==> config.mk <==
export PLATFORM = sky130hd
export DESIGN_NAME = cpu_bus_responder
export DESIGN_NICKNAME = d
export VERILOG_FILES = /design/src/rtl/cpu_bus_responder.sv
export SDC_FILE = /design/constraint.sdc
export NUM_CORES = 1
export LEC_CHECK = 0
export CAP_MARGIN = 10
export CORE_AREA = 2 2 294 224
export CTS_CLUSTER_DIAMETER = 80
export DETAILED_ROUTE_END_ITERATION = 6
export DIE_AREA = 0 0 296 226
export HOLD_SLACK_MARGIN = 0.12
export PLACE_DENSITY = 0.81
export SLEW_MARGIN = 25
export SYNTH_ARGS = -nofsm -noshare
export SYNTH_HDL_FRONTEND = slang
export SYNTH_SLANG_ARGS = --single-unit
==> constraint.sdc <==
create_clock -name clk -period 11 [get_ports clk]
set_input_delay 2.2 -clock clk [delete_from_list [all_inputs] [get_ports clk]]
set_output_delay 2.2 -clock clk [all_outputs]
set_load 0.005 [all_outputs]
==> src/rtl/cpu_bus_responder.sv <==
// Memory-side responder for the 4-bit CPU nibble bus: holds the program
// store and data RAM, fills them from a host loader, then serves the
// CPU's fetch, load and store cycles.
module cpu_bus_responder #(
    parameter int PC_BITS = 6
) (
    input  logic       clk,
    input  logic       rst,
    input  logic [7:0] bus_addr,
    input  logic [3:0] bus_ctrl,
    input  logic [3:0] bus_wdata,
    output logic [3:0] bus_rdata,
    output logic       bus_oe,
    input  logic       ld_valid,
    output logic       ld_ready,
    input  logic [3:0] ld_data,
    input  logic       ld_last,
    input  logic       reload,
    output logic       cpu_run,
    output logic       st_valid,
    output logic [3:0] st_addr,
    output logic [3:0] st_data,
    output logic       err
);

    localparam int          DEPTH   = 1 << PC_BITS;
    localparam logic [10:0] DEPTH_W = 11'(DEPTH);

    typedef enum logic {S_LOAD, S_RUN} state_t;

    state_t               state_q, state_d;
    logic [PC_BITS-1:0]   ld_pc_q, ld_pc_d;     // loader program index
    logic [1:0]           ld_ph_q, ld_ph_d;     // loader nibble phase 0..2
    logic                 ld_dm_q, ld_dm_d;     // loader has reached dmem
    logic [3:0]           ld_di_q, ld_di_d;     // loader dmem index
    logic                 err_q, err_d;
    logic                 st_valid_q, st_valid_d;
    logic [3:0]           st_addr_q, st_addr_d;
    logic [3:0]           st_data_q, st_data_d;

    logic [3:0] prog0_q [DEPTH];
    logic [3:0] prog1_q [DEPTH];
    logic [3:0] prog2_q [DEPTH];
    logic [3:0] dmem_q  [16];

    logic [9:0]         pc;
    logic [PC_BITS-1:0] pc_idx;
    logic               pc_ok, is_fetch, is_load, is_store, fault;
    logic               running, accept, ld_final, st_commit;
    logic               wr_p0, wr_p1, wr_p2, wr_dm;
    logic [3:0]         rd_val;

    // Bus cycle decode and fault detection
    always_comb begin
        pc       = {bus_addr, bus_ctrl[3:2]};
        pc_idx   = pc[PC_BITS-1:0];
        pc_ok    = ({1'b0, pc} < DEPTH_W);
        is_fetch = (bus_ctrl[1:0] != 2'b11);
        is_load  = (bus_ctrl == 4'b0111);
        is_store = (bus_ctrl == 4'b0011);
        fault    = (is_fetch && !pc_ok)
                 || ((is_load || is_store) && (bus_addr[7:4] != 4'h0))
                 || (!is_fetch && !is_load && !is_store);
        running  = (state_q == S_RUN);
        st_commit = running && is_store && !fault;
    end

    // Zero-latency read path; silent outside RUN and on store/fault cycles
    always_comb begin
        rd_val = 4'h0;
        if (is_fetch) begin
            case (bus_ctrl[1:0])
                2'b00:   rd_val = prog0_q[pc_idx];
                2'b01:   rd_val = prog1_q[pc_idx];
                default: rd_val = prog2_q[pc_idx];
            endcase
        end else if (is_load) begin
            rd_val = dmem_q[bus_addr[3:0]];
        end
        bus_oe    = running && !is_store;
        bus_rdata = (running && !is_store && !fault) ? rd_val : 4'h0;
    end

    // Loader pointer walk, write enables and FSM next state
    always_comb begin
        state_d  = state_q;
        ld_pc_d  = ld_pc_q;
        ld_ph_d  = ld_ph_q;
        ld_dm_d  = ld_dm_q;
        ld_di_d  = ld_di_q;
        accept   = ld_valid && !running && !reload;
        ld_final = ld_dm_q && (ld_di_q == 4'hF);
        wr_p0    = accept && !ld_dm_q && (ld_ph_q == 2'd0);
        wr_p1    = accept && !ld_dm_q && (ld_ph_q == 2'd1);
        wr_p2    = accept && !ld_dm_q && (ld_ph_q == 2'd2);
        wr_dm    = accept && ld_dm_q;
        if (reload) begin
            // reload always rewinds the pointer; a nibble offered in the
            // same cycle is dropped so the next accept lands at prog0[0]
            state_d = S_LOAD;
            ld_pc_d = '0;
            ld_ph_d = 2'd0;
            ld_dm_d = 1'b0;
            ld_di_d = 4'h0;
        end else if (accept) begin
            if (ld_dm_q) begin
                if (!ld_final) ld_di_d = ld_di_q + 4'h1;
            end else if (ld_ph_q == 2'd2) begin
                ld_ph_d = 2'd0;
                if (ld_pc_q == PC_BITS'(DEPTH - 1)) ld_dm_d = 1'b1;
                else                                ld_pc_d = ld_pc_q + PC_BITS'(1);
            end else begin
                ld_ph_d = ld_ph_q + 2'd1;
            end
            if (ld_last || ld_final) state_d = S_RUN;
        end
    end

    // Store trace and sticky error next values
    always_comb begin
        err_d      = err_q || (running && fault);
        st_valid_d = st_commit;
        st_addr_d  = st_commit ? bus_addr[3:0] : st_addr_q;
        st_data_d  = st_commit ? bus_wdata     : st_data_q;
    end

    // Control and trace registers
    always_ff @(posedge clk) begin
        if (rst) begin
            state_q    <= S_LOAD;
            ld_pc_q    <= '0;
            ld_ph_q    <= 2'd0;
            ld_dm_q    <= 1'b0;
            ld_di_q    <= 4'h0;
            err_q      <= 1'b0;
            st_valid_q <= 1'b0;
            st_addr_q  <= 4'h0;
            st_data_q  <= 4'h0;
        end else begin
            state_q    <= state_d;
            ld_pc_q    <= ld_pc_d;
            ld_ph_q    <= ld_ph_d;
            ld_dm_q    <= ld_dm_d;
            ld_di_q    <= ld_di_d;
            err_q      <= err_d;
            st_valid_q <= st_valid_d;
            st_addr_q  <= st_addr_d;
            st_data_q  <= st_data_d;
        end
    end

    // Storage arrays: cleared by reset, written by the loader or by stores
    always_ff @(posedge clk) begin
        if (rst) begin
            for (int i = 0; i < DEPTH; i++) begin
                prog0_q[i] <= 4'h0;
                prog1_q[i] <= 4'h0;
                prog2_q[i] <= 4'h0;
            end
            for (int i = 0; i < 16; i++) dmem_q[i] <= 4'h0;
        end else begin
            if (wr_p0) prog0_q[ld_pc_q] <= ld_data;
            if (wr_p1) prog1_q[ld_pc_q] <= ld_data;
            if (wr_p2) prog2_q[ld_pc_q] <= ld_data;
            if (wr_dm) dmem_q[ld_di_q] <= ld_data;
            if (st_commit) dmem_q[bus_addr[3:0]] <= bus_wdata;
        end
    end

    assign ld_ready = (state_q == S_LOAD);
    assign cpu_run  = (state_q == S_RUN);
    assign err      = err_q;
    assign st_valid = st_valid_q;
    assign st_addr  = st_addr_q;
    assign st_data  = st_data_q;

endmodule

==> results.md, run 1 <==
* Status: finished clean
* Post-synth top area share at 0.606
* Power share of the clock group at 0.401
* CTS Buffer Depth at 3
* Slowest stage delay, CP at 0.60 ns
* Reg2reg start: cpu_run$_SDFFE_PP0P_
* Area grow syn2layout at 8.26%
* RSZ-0062 raised after global routing: false
* Initial cell density of the core at 0.641
* Final ANT Viol Nets at 0
* CP most frequent cell: a21oi_1
* Fin nets at around 3000
* Primary FF master, synth: edfxtp_1
* Die width at between 200 and 300 um
* Power Internal at about 5.5 mW
* Setup ws final at between 2 and 3 ns
* First-pass GRT wire length at about 160000 um
* Critical path's slowest cell: clkdlybuf4s50_1
* # clock sinks at ~860
* Cts bufs inserted at 79
* CTS Hold Bufs at 0
* Total power at between 6 and 7 mW
* Hold WC Path Type: flop to flop
* Post-synth EDFFs at ~830
* Final Cell Area at 44600 sq um
* Fmax at around 120 MHz
* Initial antenna violation count at 4
* Synthesis Warnings at 0
* Total negative slack at 0 ns
* H-tree depth at 3
* Port bufs at 41
* Sw frac at 0.221
* R2R setup slack at around 7.4 ns
* Via count at ~25000
* Die Area at between 60000 and 70000 sq um
* #FFs+latches synth at approximately 860
* Routed length per placed instance at 26.9 um
* Psw at 1.55 mW
* Syn_area_per_cell at roughly 14 sq um
* Placeable Area at about 64000 sq um
* Worst Setup SP: bus_ctrl[2]
* 1st-iter DRT viols at between 3000 and 4000
* FP Rows at 81
* Worst reg2reg path depth at 7
* CP max FO at 75
* Pre-CTS setup slack at ~2.9 ns
* TritonCTS clock tree: yes
* Critical path type: input pin to output port
* Cells along the critical path: buf_8 > buf_12 > mux2i_1 > a221oi_1 > a21oi_1 > nor4_1 > o21ai_0 > and4_1 > a21oi_1 > clkdlybuf4s50_1
* Aggregate global routing overflow at 0
* Area after DPL at around 42000 sq um
* Post-route non-filler standard cell count at around 3900
* CP endpoint kind: output port
* Sequential share of power at 0.531
* Max Cap Viol at 0
* Seq/Total Area, Yosys at 0.618
* Resized Gates After CTS at 0
* Clock Latency Late Sink at between 0.6 and 0.7 ns
* Maximum VDD drop at between 0.1 and 0.15 mV
* Setup repair bufs after CTS at 0
* Ports at 42
* Die H at between 200 and 250 um
* Final setup skew at around 0.023 ns
* # DRC at 0
* Worst endpoint data arrival time at just over 6 ns
* Mapped Area at 41200 sq um
* Clk root buf: clkbuf_16
* Area contributors post-synth: edfxtp_1, and2_1, mux4_2
* Final Hold Vio Count at 0
* Drt first pass iters at 6
* Measured slew at the worst slew-check pin at roughly 1.2 ns
* Reg2reg end: dmem_q[4][1]$_SDFFCE_PN0P_
* Via/cell ratio at 6.48
* P_leak at about 16 nW
* Vias in the first global route at 24526
* Final worst-path cycle share at 0.752
* Final setup viols at 0
* Gpl congestion at 0.959
* Post-Route WL at between 100000 and 150000 um
* Largest net degree at the start of global routing at roughly 110
* Clock transition at path regs at 0.06 ns
* Crit path to: bus_rdata[2]
* Critical Path Start Type: input pin
* Post-Syn Instances at approximately 3000
* DP HPWL at 66500 um
* GRT Util Overall at 0.317
* Final min period at ~8.3 ns
* Cell taking the most area after synthesis: edfxtp_1
* Placed Instances at between 3000 and 4000
* Power Density at between 150 and 200 nW/um^2
* Cell variety after synth at between 60 and 70
* Antenna diode instance count at 0
* Syn nets at 3025
* Count of final max-slew check failures at 0
* Layout filler cell count at ~4200
* Layout cells sized above 1 at 0.192
* Worst Path Required at a little under 9 ns
* Logic pwr share at 0.068
* Async SR Flop Fraction at 0
* Max-slew headroom at 0.221
-- sequential cells by signal, indices dropped and copies added (netlist names) --
register	cells
prog0_q	256
st_data	4
ld_ph_q	2
err	1
ld_dm_q	1
st_valid	1
cpu_run	1
prog1_q	256
prog2_q	256
ld_di_q	4
st_addr	4
ld_pc_q	6
dmem_q	64
-- layout make-up --
class | instances | area (sq um) | area share
flip-flops and latches | 856 | 25500 | 0.571
multi-input cells | 1908 | 14800 | 0.331
clock buffers | 101 | 2150 | 0.0483
well taps | 871 | 1090 | 0.0244
repair buffers | 70 | 663 | 0.0149
clock inverters | 42 | 434 | 0.00973
inverters | 8 | 30.0 | 0.000673
-- critical path, delay by kind of cell --
kind            cells  cell delay (ns)
buf+inv             3             1.67
mux                 1             0.17
simple gates        2             0.68
compound gates      4             1.10
-- layer usage --
| metal | track usage | vias up | part of all wire |
|---|---|---|---|
| li1 | - | 10626 | - |
| met3 | 0.0878 | 268 | 0.13 |
| met5 | 0 | - | 0.00036 |
| met1 | 0.466 | 12430 | 0.39 |
| met2 | 0.462 | 1662 | 0.44 |
| met4 | 0.110 | 6 | 0.037 |
-- kinds of logic after synthesis --
group,share of synthesized area
compound gates,0.0212
xor+xnor,0.000638
fa+ha+maj,0.000607
buf+inv,0.0259
flops,0.618
mux,0.134
simple gates,0.200
-- Yosys cell counts (13+ instances only) --
library cell	n
buf_6	16
edfxtp_1	832
o21ai_0	15
or2_2	196
dfxtp_1	24
a221oi_1	22
nor2_1	299
mux4_2	207
nand3_1	14
buf_2	23
and2_1	771
a21oi_1	34
nand2b_1	23
mux2i_1	82
clkbuf_1	165
nor3_1	16
buf_1	13
nand2_1	122
-- metrics by stage --
step,utilization,hold WS [ns]
finish,0.694,0.491
global route,0.694,0.524
CTS,0.694,0.489
detailed placement,0.654,0.474
global placement,0.653,0.455
floorplan,-,0.464
-- worst min-delay path by stage --
stage | from | endpoint | slack [ns] | cells past startpoint
finish | st_addr[2]$_SDFFE_PP0N_ | st_addr[2]$_SDFFE_PP0N_ | 0.49 | 2
detailed placement | st_addr[2]$_SDFFE_PP0N_ | st_addr[2]$_SDFFE_PP0N_ | 0.47 | 2
global route | st_addr[0]$_SDFFE_PP0N_ | st_addr[0]$_SDFFE_PP0N_ | 0.52 | 2
global placement | err$_SDFF_PP0_ | err$_SDFF_PP0_ | 0.45 | 2
floorplan | err$_SDFF_PP0_ | err$_SDFF_PP0_ | 0.46 | 2
CTS | st_addr[2]$_SDFFE_PP0N_ | st_addr[2]$_SDFFE_PP0N_ | 0.49 | 2
-- power groups by stage --
stage,registers (mW),clock network (mW),logic (mW)
global placement,3.78,0,0.455
finish,3.72,2.80,0.478
detailed placement,3.79,0,0.466
global route,3.72,2.92,0.497
CTS,3.72,2.80,0.468
floorplan,3.76,0,0.326
-- layout by cell type, fill, tap and decap left out, types with 4 or more instances in the layout --
| cell type | n |
|---|---|
| edfxtp_1 | 832 |
| and2_1 | 771 |
| nor2_1 | 297 |
| mux4_2 | 207 |
| or2_2 | 196 |
| nand2_1 | 122 |
| clkbuf_16 | 83 |
| mux2i_1 | 79 |
| a21oi_1 | 34 |
| clkdlybuf4s50_1 | 32 |
| buf_4 | 29 |
| dfxtp_1 | 24 |
| a221oi_1 | 22 |
| nand2b_1 | 21 |
| clkinv_1 | 17 |
| clkbuf_1 | 17 |
| nor3_1 | 16 |
| o21ai_0 | 15 |
| nand3_1 | 14 |
| a22oi_1 | 12 |
| clkinv_2 | 10 |
| bufinv_16 | 9 |
| nand4_1 | 6 |
| nand3b_1 | 6 |
| inv_1 | 5 |
| and3_1 | 5 |
| o31ai_1 | 5 |
| nor3b_1 | 5 |
| or3_1 | 5 |
| buf_6 | 4 |
Note: power is estimated with default switching activity, not from simulation.
==> run 2, diff against run 1 <==
--- a/config.mk
+++ b/config.mk
@@ -6,12 +6,12 @@
 export NUM_CORES = 1
 export LEC_CHECK = 0
 export CAP_MARGIN = 10
-export CORE_AREA = 2 2 294 224
+export CORE_AREA = 2 2 314 238
 export CTS_CLUSTER_DIAMETER = 80
 export DETAILED_ROUTE_END_ITERATION = 6
-export DIE_AREA = 0 0 296 226
+export DIE_AREA = 0 0 316 240
 export HOLD_SLACK_MARGIN = 0.12
-export PLACE_DENSITY = 0.81
+export PLACE_DENSITY = 0.76
 export SLEW_MARGIN = 25
 export SYNTH_ARGS = -nofsm -noshare
 export SYNTH_HDL_FRONTEND = slang
==> constraint.sdc (replaced) <==
create_clock -name clk -period 6.84 [get_ports clk]
set_input_delay 1.368 -clock clk [delete_from_list [all_inputs] [get_ports clk]]
set_output_delay 1.368 -clock clk [all_outputs]
set_load 0.005 [all_outputs]
==> run 2 against run 1 <==
Net effect:
- hold slack worse by 0.0064 ns
- combinational power is 65% higher
- non-clock buffer count is 16 higher
- first-iteration DRC count is 0.22% higher
- critical path depth is 1 lower
- register-to-register slack worse by 4.3 ns
- final area is 0.79% higher
- clock skew is 0.0022 ns higher
==> results.md, run 2 (synthesis results as in run 1) <==
* Drt first pass iters at 6
* P_leak at 16.2 nW
* Largest net degree at the start of global routing at ~110
* Fin nets at between 2000 and 3000
* # DRC at 0
* CTS Buffer Depth at 3
* 1st-iter DRT viols at ~3700
* Finished Core Util at 0.617
* Via count at approximately 25000
* Cells along the critical path: buf_6 > and2_1 > a221oi_1 > o21ai_0 > a21oi_1 > o22ai_1 > and4_1 > a21oi_1 > clkdlybuf4s50_1
* Initial antenna violation count at 4
* Final Hold Vio Count at 0
* Placeable Area at between 70000 and 80000 sq um
* CP most frequent cell: a21oi_1
* Count of final max-slew check failures at 0
* Commonest non-fill, non-tap cell in the layout: edfxtp_1
* Die Area at ~76000 sq um
* Most frequent cells in the layout: edfxtp_1, and2_1, nor2_1
* DP HPWL at approximately 70000 um
* Final setup skew at between 0.02 and 0.025 ns
* CP endpoint kind: output port
* Critical Path Start Type: input pin
* GRT Util Overall at 0.286
* Routed length per placed instance at about 27 um
* Final min period at roughly 6.2 ns
* Cts bufs inserted at a little over 80
* Clk root buf: clkbuf_16
* # clock sinks at approximately 860
* First-pass GRT wire length at ~160000 um
* Critical path type: input pin to output port
* Placed Instances at 3825
* Die H at between 200 and 250 um
* Vias in the first global route at between 20000 and 25000
* Crit path buffers/inverters at 2
* Final setup viols at 0
* Slowest stage delay, CP at 0.63 ns
* Gpl congestion at between 0.9 and 1
* Post-route non-filler standard cell count at just under 4000
* TritonCTS clock tree: yes
* Measured slew at the worst slew-check pin at about 1.2 ns
* Aggregate global routing overflow at 0
* Setup ws final at approximately 0.6 ns
* Pre-CTS setup slack at about 0.86 ns
* Layout cells sized above 1 at 0.197
* RSZ-0062 raised after global routing: false
* Family with the most delay on the worst path: compound AO/OA/AOI/OAI gates
* CTS Hold Bufs at 0
* Critical path's slowest cell: clkdlybuf4s50_1
* CP max FO at between 50 and 60
* Fmax at about 160 MHz
* Worst Path Required at 5.47 ns
* Hold WC Path Type: flop to flop
* Worst endpoint data arrival time at ~4.9 ns
* Status: finished clean
* Die width at 316 um
* Final ANT Viol Nets at 0
* Maximum VDD drop at between 0.15 and 0.2 mV
* Resized Gates After CTS at 0
* Setup repair bufs after CTS at 0
* H-tree depth at 3
* FP Rows at 86
* Registers with the most flip-flops: prog0_q x256, prog1_q x256, prog2_q x256
* Ports at 42
* Via/cell ratio at 6.33
* Total power at around 11 mW
* Post-Route WL at 107000 um
* Initial cell density of the core at 0.566
* Power Density at approximately 250 nW/um^2
* Total negative slack at 0 ns
* Port bufs at ~40
* Clock transition at path regs at around 0.06 ns
* Clock Latency Late Sink at 0.66 ns
* Area grow syn2layout at 9.11%
* Layout filler cell count at around 5300
* Max-slew headroom at 0.213
* Max Cap Viol at 0
* Final worst-path cycle share at 0.911
[run 2: cell count changes in the layout (fill, tap and decap cells not counted), moves of 3 or more]
cell / change
buf_12: +5
nor3b_1: +3
clkinv_2: +4
buf_4: +7
diode_2: +3
clkbuf_16: +3
buf_6: +3
clkinv_1: -5
[run 2: path summary, 6_finish.rpt]
check             depth (start not counted)  slack, ns               startpoint                            to
hold reg to reg                           2       0.48  st_addr[1]$_SDFFE_PP0N_       st_addr[1]$_SDFFE_PP0N_
hold / removal                            2       0.48  st_addr[1]$_SDFFE_PP0N_       st_addr[1]$_SDFFE_PP0N_
setup reg to reg                          6       3.10     cpu_run$_SDFFE_PP0P_  prog2_q[40][1]$_SDFFCE_PN0P_
setup / recovery                          9       0.61              bus_ctrl[3]                  bus_rdata[2]
[run 2: report_power, final]
part           switching (mW)  leakage [nW]  internal (mW)  total, mW
Sequential             0.0719          8.72           5.91       5.98
Clock                    1.99          1.28           2.56       4.55
Combinational           0.485          6.17          0.304      0.789
Total                    2.54          16.2           8.78       11.3
[run 2: per-stage QoR]
step / hold slack [ns] / instance area (sq um)
detailed placement: 0.474 / 42300
global route: 0.535 / 45000
global placement: 0.458 / 42300
CTS: 0.489 / 44900
finish: 0.484 / 45000
floorplan: 0.464 / 41200
[run 2: routing by layer]
layer | up-vias | share of wire | GRT usage
met5 | - | 0.00053 | 0.00584
met4 | 2 | 0.030 | 0.0888
met3 | 220 | 0.13 | 0.0856
met2 | 1609 | 0.44 | 0.414
met1 | 12638 | 0.40 | 0.418
li1 | 10681 | - | -
[run 2: area by class of cell]
cell class,count,area [sq um],area share
Antenna cell,3,7.51,0.000167
Sequential cell,856,25500,0.566
Clock inverter,41,393,0.00874
Clock buffer,105,2220,0.0494
Multi-Input combinational cell,1908,14800,0.328
Tap cell,968,1210,0.0269
Timing Repair Buffer,86,877,0.0195
Inverter,8,30.0,0.000668
[run 2: worst min-delay path, stage by stage (launching register included)]
cell,delay [ns]
dfxtp_1,0.32
a21oi_1,0.06
nor2_1,0.07
==> RTL change: new RTL, flow settings as in run 2 <==
`PC_BITS`: 6 -> 5.
--- a/src/rtl/cpu_bus_responder.sv
+++ b/src/rtl/cpu_bus_responder.sv
@@ -2,7 +2,7 @@
 // store and data RAM, fills them from a host loader, then serves the
 // CPU's fetch, load and store cycles.
 module cpu_bus_responder #(
-    parameter int PC_BITS = 6
+    parameter int PC_BITS = 5
 ) (
     input  logic       clk,
     input  logic       rst,
Check against the original RTL: not settled (the Yosys comparison gave no result); the edit may change what the design does.
==> RTL change against run 2 <==
Sequential cell count fell by 385. Die area stayed put. Critical path depth fell by 2. Sequential power is 44% lower. Core utilization shrank 27 points. Final area fell by 43%. Area after synthesis shrank 44%. Final cell count down 33%. Routed wire length is 48% lower. Setup slack better by 0.43 ns. Power down 45%. Highest routed layer is now met4.
==> RTL change: results (changes against run 2) <==
stage	metric	value	unit	change
status	status	complete, no violations		
cts	worst-skew pair later-pin latency	0.61	ns	-0.05 ns
critical_path	Critical path origin	bus_ctrl[1]		
grt	GR Util met2	22.8	%	-19 points
cts	# H-tree levels	2		-1
grt	met1 usage	20.4	%	-21 points
grt	routing usage on met3	3.30	%	-5.3 points
cells_and_area	Final #Nets	1671		-44%
synthesis	largest cells by area after synthesis	edfxtp_1, and2_1, mux4_2		
cells_and_area	layout cells sized above 1	19.3	%	-0.43 points
synthesis	number of synthesized flops with an enable pin	448		-46%
sta	Rel. slew slack	32.2	%	+11 points
cts	CTS Buf Count	49		-40%
critical_path	Data arrival, critical path	4.44	ns	-0.42 ns
synthesis	top post-synthesis cells by count	edfxtp_1, and2_1, nor2_1		
power	Leak Pwr	8.69	nW	-46%
sta	Clock Skews	0.0385	ns	+0.0136 ns
cells_and_area	diode count	0		-3
detailed_routing	drt first pass iters	5		-1
detailed_routing	Routed WL per cell	21.1	µm	-21%
cells_and_area	Top Registers	prog0_q x128, prog1_q x128, prog2_q x128		
critical_path	CP Max Fanout	14		-73%
grt	GRT Util Overall	14.8	%	-14 points
synthesis	Syn Area/Cell	13.9	µm²	+1.1%
hold_path	start point of the worst hold path	err$_SDFF_PP0_		
detailed_routing	Vias/cell	5.23		-17%
grt	initial antenna violation count	0		-4
place	dpl ws	0.944	ns	+0.0804 ns
place	Post-DP HPWL	36800	µm	-47%
place	routability cong.	0.848		-11%
[RTL change: changes by cell type after synthesis, sizes merged, moves of 20 or more]
| cell | run 2 | this run |
|---|---|---|
| a21oi | 34 | 13 |
| nor3 | 16 | 37 |
| clkbuf | 165 | 76 |
| mux2i | 82 | 22 |
| a221oi | 22 | 2 |
| nor2 | 299 | 161 |
| or2 | 196 | 98 |
| edfxtp | 832 | 448 |
| nand2 | 122 | 17 |
| and2 | 773 | 390 |
| mux4 | 207 | 118 |
[RTL change: critical path, cell delays in order]
cell	delay, ns
clkdlybuf4s50_1	0.79
a21oi_1	0.43
nand3_1	0.21
nor3_1	0.33
nand4_1	0.15
o32ai_1	0.53
clkdlybuf4s50_1	0.61
[RTL change: final timing paths]
kind                                               endpoint  slack (ns)  depth (start not counted)
worst max register to register  prog1_q[9][0]$_SDFFCE_PN0P_        3.47                          5
worst min register to register               err$_SDFF_PP0_        0.47                          2
worst min-delay path                         err$_SDFF_PP0_        0.47                          2
worst max-delay path                           bus_rdata[0]        1.04                          7
[RTL change: power breakdown]
group	internal, mW	switching [mW]	total (mW)
Sequential	3.27	0.0467	3.32
Clock	1.34	1.11	2.45
Combinational	0.173	0.241	0.415
Total	4.79	1.40	6.18
[RTL change: logic make-up after synthesis]
group                      synth area share (%)
DFF                                        60.3
buffers and inverters                      3.21
AOI/OAI and AO/OA                          3.14
xor gates and xnor gates                  0.152
muxes                                      12.9
adders and majority gates                 0.325
and+or+nand+nor                            19.9
[RTL change: final cells by class]
cell class	count	area [µm²]
clock buffer	62	1290
clock inverter	27	153
fill	6782	47200
inverter	7	26.3
multi-input combinational	1049	8430
sequential	471	13900
tap	968	1210
timing repair buffer	62	581
[RTL change: routing by layer]
metal	vias up	share of wire (%)
met5	-	0
met4	0	3.1
met3	107	10
met2	752	45
met1	6933	41
li1	6038	-
